[config.mk]
export PLATFORM = sky130hd
export DESIGN_NAME = posit_encode
export DESIGN_NICKNAME = d
export VERILOG_FILES = /design/src/rtl/posit_pkg.sv /design/src/rtl/posit_regime_gen.sv /design/src/rtl/posit_encode.sv
export SDC_FILE = /design/constraint.sdc
export NUM_CORES = 1
export LEC_CHECK = 0
export BUFFER_PORTS_ARGS = -buffer_cell sky130_fd_sc_hd__buf_2
export CAP_MARGIN = 10
export CORE_UTILIZATION = 55
export CTS_CLUSTER_SIZE = 12
export DETAILED_ROUTE_END_ITERATION = 10
export GPL_TIMING_DRIVEN = 0
export PLACE_DENSITY = 0.88
export SYNTH_ARGS = -nofsm -noshare
export SYNTH_HDL_FRONTEND = slang
export SYNTH_SLANG_ARGS = --single-unit
export TNS_END_PERCENT = 50
[constraint.sdc]
create_clock -name clk -period 4 [get_ports clk]
set_clock_uncertainty 0.2 [all_clocks]
set_input_delay 0.4 -clock clk [delete_from_list [all_inputs] [get_ports clk]]
set_output_delay 0.4 -clock clk [all_outputs]
set_load 0.005 [all_outputs]
[src/rtl/posit_pkg.sv]
// posit_pkg: shared constants and types for the posit32 (es = 3) encoder.
//   N, ES          : posit word and exponent field widths
//   K_MAX, K_MIN   : regime values at or beyond which the result saturates
//   NAR            : Not-a-Real encoding
//   MAXPOS, MINPOS : largest and smallest positive magnitudes
//   state_e        : encoder FSM states
package posit_pkg;

    localparam int unsigned N  = 32;
    localparam int unsigned ES = 3;

    localparam logic signed [5:0] K_MAX = 6'sd30;
    localparam logic signed [5:0] K_MIN = -6'sd31;

    // Largest / smallest regime values that still fit a 31-bit body.
    localparam logic signed [5:0] K_FIT_MAX = 6'sd29;
    localparam logic signed [5:0] K_FIT_MIN = -6'sd30;

    localparam logic [31:0] NAR    = 32'h8000_0000;
    localparam logic [31:0] MAXPOS = 32'h7FFF_FFFF;
    localparam logic [31:0] MINPOS = 32'h0000_0001;

    typedef enum logic [2:0] {
        StIdle = 3'd0,
        StLoad = 3'd1,
        StPack = 3'd2,
        StSign = 3'd3,
        StDone = 3'd4
    } state_e;

endpackage

[src/rtl/posit_regime_gen.sv]
// posit_regime_gen: combinational regime pattern generator.
//   k_i       : clamped regime value, two's complement, range -30..29
//   pattern_o : regime bits left-aligned at bit 30, zeros below the pattern
//   len_o     : regime length in bits (k+2 for k >= 0, |k|+1 for k < 0)
module posit_regime_gen
    import posit_pkg::*;
(
    input  logic [5:0]  k_i,
    output logic [30:0] pattern_o,
    output logic [4:0]  len_o
);

    logic [4:0] mag;

    // |k| for negative k; range is at most 30 so 5 bits suffice.
    assign mag = ~k_i[4:0] + 5'd1;

    always_comb begin
        pattern_o = '0;
        len_o     = '0;
        if (!k_i[5]) begin
            // k+1 leading ones; the terminating zero is implicit.
            pattern_o = ~({31{1'b1}} >> (k_i[4:0] + 5'd1));
            len_o     = k_i[4:0] + 5'd2;
        end else begin
            // |k| leading zeros then a single terminating one.
            pattern_o = 31'h4000_0000 >> mag;
            len_o     = mag + 5'd1;
        end
    end

endmodule

[src/rtl/posit_encode.sv]
// posit_encode: multi-cycle posit32 (es = 3) packer.
//   clk, rst_n   : clock and asynchronous active-low reset
//   start        : request, sampled only in idle
//   mantissa_in  : rounded fraction, MSB-aligned at bit 31
//   k_in         : regime value, two's complement
//   sign_in      : result sign (1 = negative)
//   exp_in       : 3-bit exponent field
//   zero_in      : result is exact zero
//   nar_in       : result is NaR
//   posit_out    : encoded word, held until the next completion
//   done         : one-cycle pulse when posit_out is fresh
//   busy         : high whenever an operation is in flight
module posit_encode
    import posit_pkg::*;
(
    input  logic        clk,
    input  logic        rst_n,
    input  logic        start,
    input  logic [31:0] mantissa_in,
    input  logic [5:0]  k_in,
    input  logic        sign_in,
    input  logic [2:0]  exp_in,
    input  logic        zero_in,
    input  logic        nar_in,
    output logic [31:0] posit_out,
    output logic        done,
    output logic        busy
);

    state_e      state_q, state_d;
    logic [31:0] mant_q;
    logic [5:0]  k_q, k_d;
    logic [2:0]  exp_q;
    logic        sign_q, zero_q, nar_q;
    logic        sat_q, sat_d;
    logic        minpos_q, minpos_d;
    logic [30:0] body_q, body_d;
    logic [31:0] posit_q, posit_d;

    logic [30:0] regime_pattern;
    logic [4:0]  regime_len;

    posit_regime_gen u_regime (
        .k_i       (k_q),
        .pattern_o (regime_pattern),
        .len_o     (regime_len)
    );

    // Load-stage clamp; the flags take over the result, and the clamped k
    // just keeps the regime generator inside its legal range.
    always_comb begin
        sat_d    = $signed(k_in) >= K_MAX;
        minpos_d = $signed(k_in) <= K_MIN;
        k_d      = k_in;
        if (sat_d) begin
            k_d = K_FIT_MAX;
        end else if (minpos_d) begin
            k_d = K_FIT_MIN;
        end
    end

    // Pack stage: exponent and fraction follow the regime; anything shifted
    // past bit 0 is dropped because rounding was done upstream.
    always_comb begin
        if (sat_q) begin
            body_d = MAXPOS[30:0];
        end else if (minpos_q) begin
            body_d = MINPOS[30:0];
        end else begin
            body_d = regime_pattern | 31'(({exp_q, mant_q} >> regime_len) >> 4);
        end
    end

    // Sign stage: NaR beats zero, both beat the magnitude path.
    always_comb begin
        if (nar_q) begin
            posit_d = NAR;
        end else if (zero_q) begin
            posit_d = '0;
        end else if (sign_q) begin
            posit_d = ~{1'b0, body_q} + 32'd1;
        end else begin
            posit_d = {1'b0, body_q};
        end
    end

    always_comb begin
        state_d = state_q;
        unique case (state_q)
            StIdle:  if (start) state_d = StLoad;
            StLoad:  state_d = StPack;
            StPack:  state_d = StSign;
            StSign:  state_d = StDone;
            StDone:  state_d = StIdle;
            default: state_d = StIdle;
        endcase
    end

    always_ff @(posedge clk or negedge rst_n) begin
        if (!rst_n) begin
            state_q  <= StIdle;
            mant_q   <= '0;
            k_q      <= '0;
            exp_q    <= '0;
            sign_q   <= 1'b0;
            zero_q   <= 1'b0;
            nar_q    <= 1'b0;
            sat_q    <= 1'b0;
            minpos_q <= 1'b0;
            body_q   <= '0;
            posit_q  <= '0;
        end else begin
            state_q <= state_d;
            if (state_q == StLoad) begin
                mant_q   <= mantissa_in;
                k_q      <= k_d;
                exp_q    <= exp_in;
                sign_q   <= sign_in;
                zero_q   <= zero_in;
                nar_q    <= nar_in;
                sat_q    <= sat_d;
                minpos_q <= minpos_d;
            end
            if (state_q == StPack) begin
                body_q <= body_d;
            end
            if (state_q == StSign) begin
                posit_q <= posit_d;
            end
        end
    end

    assign posit_out = posit_q;
    assign done      = (state_q == StDone);
    assign busy      = (state_q != StIdle);

endmodule
; ---- Word level (Yosys, flattened, before mapping)
; Cells that the tools add are included.
[totals]
register_bits = 112
latch_bits = 0
ram_bits = 0
romBits = 0
in_bits = 47
n_memories = 0
[classes]
add_sub_neg = 5
multipliers = 0
div = 0
n_lt_le_gt_ge = 2
eq_ne = 5
n_shift = 3
mux = 11
bitwise = 4
reduce_logical = 2
[ops]
columns = op, count
row1 = two-way mux 32 bit, 3
row2 = two-way mux 31 bit, 3
row3 = ">> shifter 31 x 5 -> 31 bit, first input constant", 2
row4 = >> shifter 35 x 5 -> 35 bit, 1
row5 = "adder 32 x 1 -> 32 bit, second input constant", 1
row6 = NOT 31 -> 32 bit, 1
row7 = NOT 31 bit, 1
row8 = OR 31 bit, 1
row9 = "adder 5 x 1 -> 5 bit, second input constant", 3
row10 = two-way mux 6 bit, 2
row11 = one-hot mux 3 bit (4 select lines), 1
row12 = "== test 3 x 2 -> 1 bit, second input constant", 2
row13 = ">= comparator 6 bit, second input constant", 1
row14 = "<= comparator 6 bit, second input constant", 1
row15 = "adder 5 x 2 -> 5 bit, second input constant", 1
row16 = two-way mux 5 bit, 1
row17 = NOT 5 bit, 1
row18 = "== test 3 x 1 -> 1 bit, second input constant", 1
row19 = "== test 3 bit, second input constant", 1
row20 = logical NOT 3 bit, 1
row21 = two-way mux 3 bit, 1
row22 = nonzero test 3 bit, 1
row23 = "!= test 2 bit, second input constant", 1

; ---- Depth between registers and ports, before layout
[logic_depth]
depth_word = 8
depth_mapped = 13

; ---- Hierarchy
; A second synthesis with hierarchy kept.
[hier_totals]
cells_unflattened = 856
area_unflattened_um2 = 7309.5
[modules_own_cells]
columns = mod, n_inst, cells_each, area_each_um2
row1 = posit_encode, 1, 740, 6480.0
row2 = posit_regime_gen, 1, 116, 829.5

; ---- Worst setup path after synthesis
; No wires, ideal clock.
[synth_timing]
path_kind = flip-flop to flip-flop
start = reg k_q[0]
end = reg body_q[5]
arrival_time_ns = 2.834
required_ns = 3.677
slack_ns = 0.842
path_stages_with_launch = 12
synth_period_minus_slack_ns = 3.158
cell_sequence = dfrtp_1 > buf_2 > inv_1 > ha_1 > clkbuf_1 > or3b_2 > nand2_2 > mux2_2 > a221o_1 > mux2_2 > a21oi_1 > a21oi_1
[synth_via]
elab_chain_len = 8
word_cells_on_any_way = 14
cone_classes = 4 x add/sub / 3 x shift / 4 x mux / 3 x bitwise
[synth_lines]
columns = item, line
row1 = from (decl), posit_encode.sv:32  ; logic [5:0] k_q, k_d;
row2 = from (signal assigned), posit_encode.sv:116  ; k_q <= k_d;
row3 = NOT 5 bit, posit_regime_gen.sv:16  ; assign mag = ~k_i[4:0] + 5'd1;
row4 = adder 5 x 1 -> 5 bit, posit_regime_gen.sv:16
row5 = adder 5 x 1 -> 5 bit, posit_regime_gen.sv:28  ; len_o = mag + 5'd1;
row6 = two-way mux 5 bit, posit_regime_gen.sv:21  ; if (!k_i[5]) begin
row7 = >> shifter 35 x 5 -> 35 bit, posit_encode.sv:70  ; body_d = regime_pattern | 31'(({exp_q, mant_q} >> regime_len) >> 4);
row8 = OR 31 bit (*), posit_encode.sv:70
row9 = two-way mux 31 bit (*), posit_encode.sv:67  ; end else if (minpos_q) begin
row10 = two-way mux 31 bit (*), posit_encode.sv:65  ; if (sat_q) begin
row11 = to (signal assigned), posit_encode.sv:125  ; body_q <= body_d;
row12 = to (decl), posit_encode.sv:37  ; logic [30:0] body_q, body_d;
; Every way passes the cells marked *; elsewhere a longest branch is shown, timed or not.
; A chain may end at the register's enable or synchronous reset.

; ---- Worst setup path in the final report
[layout_timing]
start = reg k_q[0]
end = reg body_q[23]
; The elaborated chain is that of the path after synthesis.

==> impl_table.tex <==
\begin{tabular}{lr}
\hline
Metric & Value \\
\hline
\multicolumn{2}{l}{\textbf{Outcome}} \\
\quad Outcome & finished, final reports clean \\
\multicolumn{2}{l}{\textbf{STA}} \\
\quad Hold Vio Cnt, Final & 0 \\
\quad Post-layout worst setup margin & 0.184 ns \\
\quad Worst slew pin tran & 0.897 ns \\
\quad Relative slew slack & 40.1\% \\
\quad Highest achievable clock rate & 0.262 GHz \\
\quad Post-layout minimum cycle time & 3.82 ns \\
\quad Final setup TNS & 0 ns \\
\quad Number of max-slew violations in the final report & 0 \\
\quad RSZ-0062 raised after global routing & false \\
\quad Fraction of the cycle the final worst path needs & 95.4\% \\
\quad Number of failing setup endpoints in the final timing report & 0 \\
\multicolumn{2}{l}{\textbf{Floorplan}} \\
\quad DIE WIDTH & 117 um \\
\quad Site row count & 41 \\
\quad Initial Utilization & 57.0\% \\
\quad Die Area & 13,700 um\^{}2 \\
\quad IO Pins & 81 \\
\quad Chip Height & 117 um \\
\quad Core Area & 12,800 um\^{}2 \\
\multicolumn{2}{l}{\textbf{Finish}} \\
\quad Most frequent standard cell in the layout excluding fill and tap cells & nand2\_1 \\
\quad Antenna diode instance count & 0 \\
\quad Area occupied by registers & 2700 um\^{}2 \\
\quad Nets & 1,014 \\
\quad Area used by multi-input combinational logic & 4290 um\^{}2 \\
\quad Most used cells in the layout excluding fill and tap cells & nand2\_1 (211), dfrtp\_1 (108), buf\_2 (85), o21ai\_0 (85), a21oi\_1 (58) \\
\quad Layout cell share with drive strength beyond 1 & 15.2\% \\
\quad Layout-stage area growth over the synthesis result & 12.5\% \\
\quad Fill count & 1,137 \\
\multicolumn{2}{l}{\textbf{Logic synthesis}} \\
\quad Syn nets & 925 \\
\quad Number of warnings issued by yosys & 0 \\
\quad Count of cell types in the netlist & 63 \\
\quad Asr flop ratio synth & 100\% \\
\quad Number of flip-flops and latches in the synthesized netlist & 108 \\
\quad Mapped Area & 7280 um\^{}2 \\
\quad Post-synth EDFFs & 0 \\
\quad Mean instance size in the synthesized netlist & 8.39 um\^{}2 \\
\quad Commonest register cell after synthesis & dfrtp\_1 \\
\quad Gate count of the mapped netlist & 868 \\
\quad Sequential area share after synthesis & 37.1\% \\
\multicolumn{2}{l}{\textbf{Place}} \\
\quad Routability congestion estimate from global placement & 1.04 \\
\quad Hpwl dp & 16,500 um \\
\quad Count of buffers from port buffering & 76 \\
\quad Pre-CTS setup slack & 0.0694 ns \\
\multicolumn{2}{l}{\textbf{Global routing}} \\
\quad Pin count of the biggest net entering global routing & 71 \\
\quad All-layer global routing usage & 33.3\% \\
\quad First-pass GRT wire length & 34,200 um \\
\quad Via count of the first global-routing pass & 6,632 \\
\quad Grt ovf & 0 \\
\quad Initial antenna violation count & 0 \\
\multicolumn{2}{l}{\textbf{Critical path}} \\
\quad CP delay by family, top & simple AND/OR/NAND/NOR gates \\
\quad Setup crit start & k\_q[0] \\
\quad Path type of the worst setup path & register to register \\
\quad Critical Path Fanout Max & 10 \\
\quad Worst setup slack for register-to-register paths & 0.18 ns \\
\quad Critical Path AT & 3.91 ns \\
\quad Count of buffering cells on the critical path with inverters included & 4 \\
\quad Crit. End Element & register \\
\quad Critical R2R Capture & body\_q[23] \\
\quad Largest stage delay on the critical path & 0.55 ns \\
\quad Sequence of cells on the critical path & buf\_2, inv\_1, ha\_1, clkbuf\_1, or3b\_2, nand2\_2, buf\_6, mux2i\_1, mux2i\_1, nor2\_1, o221a\_2 \\
\quad Cell with the largest stage delay on the worst path & or3b\_2 \\
\quad Count of cell instances traversed by the critical path & 11 \\
\quad Startpoint class of the critical path & register \\
\quad Startpoint of the most critical register-to-register path & k\_q[0] \\
\quad Worst path required time & 4.10 ns \\
\quad Worst setup path end & body\_q[23] \\
\quad Crit path top cell by count & mux2i\_1 \\
\quad Worst Reg-to-Reg Cells & 11 \\
\multicolumn{2}{l}{\textbf{Clock tree}} \\
\quad Number of buffers inserted to repair setup after CTS & 0 \\
\quad Clock tree buffer depth & 2 \\
\quad Total clock sinks & 108 \\
\quad H-tree depth reported by CTS & 3 \\
\quad Clock latency on the worst-skew pair & 0.36 ns \\
\quad CTS tree & built \\
\quad Register clock-pin slew on the reported worst setup and hold paths & 0.07 ns \\
\quad TritonCTS buffer count & 9 \\
\quad Root Buffer Master & clkbuf\_16 \\
\multicolumn{2}{l}{\textbf{Detailed routing}} \\
\quad Final wirelength & 21,200 um \\
\quad DRC viols & 0 \\
\quad Mean number of vias per cell & 6.12 \\
\quad Detail-routed net length per standard cell & 18.7 um \\
\quad Drt pass-1 iters & 5 \\
\quad Vias & 6,936 \\
\quad DR iter-0 viols & 528 \\
\quad Count of nets left with antenna violations after detail routing & 0 \\
\multicolumn{2}{l}{\textbf{Worst hold path}} \\
\quad Path type of the worst min-delay path & primary input to register \\
\multicolumn{2}{l}{\textbf{Run}} \\
\quad Count of maximum capacitance violations & 0 \\
\hline
\end{tabular}
-- final cells by class --
| class | instances | share of cell area [%] |
|---|---|---|
| repair buffers | 78 | 5.13 |
| well taps | 172 | 2.63 |
| flip-flops and latches | 108 | 33.0 |
| inverters | 8 | 0.366 |
| clock inverters | 5 | 0.473 |
| multi-input cells | 690 | 52.3 |
| plain buffers | 62 | 3.36 |
| clock buffers | 10 | 2.79 |
-- worst register-to-register path: cells and delay by family, from the launching register on --
kind / cells / cell delay [ns]
AND/OR/NAND/NOR: 3 / 1.02
buffers and inverters: 4 / 0.86
multiplexers: 2 / 0.79
flip-flops: 1 / 0.41
AO/OA/AOI/OAI: 1 / 0.24
adder cells (fa/ha/maj): 1 / 0.22
-- metal layers --
layer,vias up,wire [um],GRT usage [%]
met2,318,9890,54.6
met4,0,1160,20.0
met5,-,0,0
met1,3272,8890,41.9
met3,70,1290,4.69
li1,3276,-,-
-- how the worst min path moves through the flow --
| stage | depth (start not counted) | to | startpoint | slack (ns) |
|---|---|---|---|---|
| floorplan | 0 | body_q[0] | rst_n | -0.1 |
| global placement | 2 | posit_out[17] | posit_out[17] | 0.26 |
| detailed placement | 1 | posit_out[29] | rst_n | 0.20 |
| CTS | 3 | mant_q[22] | mantissa_in[22] | 0.02 |
| global route | 3 | mant_q[22] | mantissa_in[22] | 0.03 |
| finish | 3 | mant_q[26] | mantissa_in[26] | 0.03 |
-- Yosys cell counts (2+ instances only) --
cell type,instances,area [um^2]
ha_1,10,125
xnor2_1,10,87.6
a211oi_1,4,30.0
o21ai_0,85,425
a22o_1,3,26.3
mux2_2,5,56.3
nor2_1,49,184
nor4_1,3,18.8
o22ai_1,7,43.8
a21oi_1,58,290
nor3b_1,5,37.5
o21a_1,3,22.5
dfrtp_1,108,2700
a221oi_1,5,43.8
nand2_1,211,792
o31ai_1,7,52.6
or3b_2,4,35.0
buf_4,2,15.0
nor3_1,12,60.1
buf_2,10,50.1
or4_1,2,15.0
nand3_1,16,80.1
mux4_2,15,338
or4_4,2,22.5
o41ai_2,2,32.5
buf_1,5,18.8
o31a_1,2,17.5
o311ai_0,2,17.5
clkbuf_1,42,158
and3_1,4,25.0
or2_2,2,12.5
a221o_1,2,20.0
a31oi_1,26,163
nand2b_1,9,56.3
inv_1,7,26.3
o221ai_1,6,52.6
xor2_1,34,298
a311o_1,3,30.0
or3_1,8,50.1
o211ai_1,2,15.0
buf_6,3,33.8
mux2i_1,46,460
nor2b_1,6,37.5
nand4_1,2,12.5
-- flip-flops by register name, summed over array words and instances (netlist names) --
register	flops
posit_out	32
body_q	31
mant_q	28
k_q	6
exp_q	3
state_q	3
minpos_q	1
nar_q	1
sat_q	1
sign_q	1
zero_q	1
-- cells by family after synthesis --
group           share of synthesized area, %
simple gates                            20.7
mux                                     11.7
compound gates                          18.9
xor+xnor                                5.67
fa+ha+maj                               1.72
flops                                   37.1
buf+inv                                 4.19
-- stage by stage --
step           hold slack (ns)  std cells  utilization, %  area [um^2]
2_1_floorplan          -0.0956        868               -         7280
3_3_place_gp             0.258       1116            61.7         7880
3_5_place_dp             0.201       1117            61.9         7910
4_1_cts                 0.0234       1133            64.1         8190
5_1_grt                 0.0321       1133            64.2         8200
6_report                0.0282       1133            64.2         8200
-- repair_timing --
action	4_1_cts	5_1_grt
endpoints found under the hold margin	38	0
gates resized for setup	1	2
setup endpoints to repair	1	2
hold buffers	1	0
Power is not shown: default switching activity piles up to over one toggle a cycle in this logic, so the estimate is an artifact.
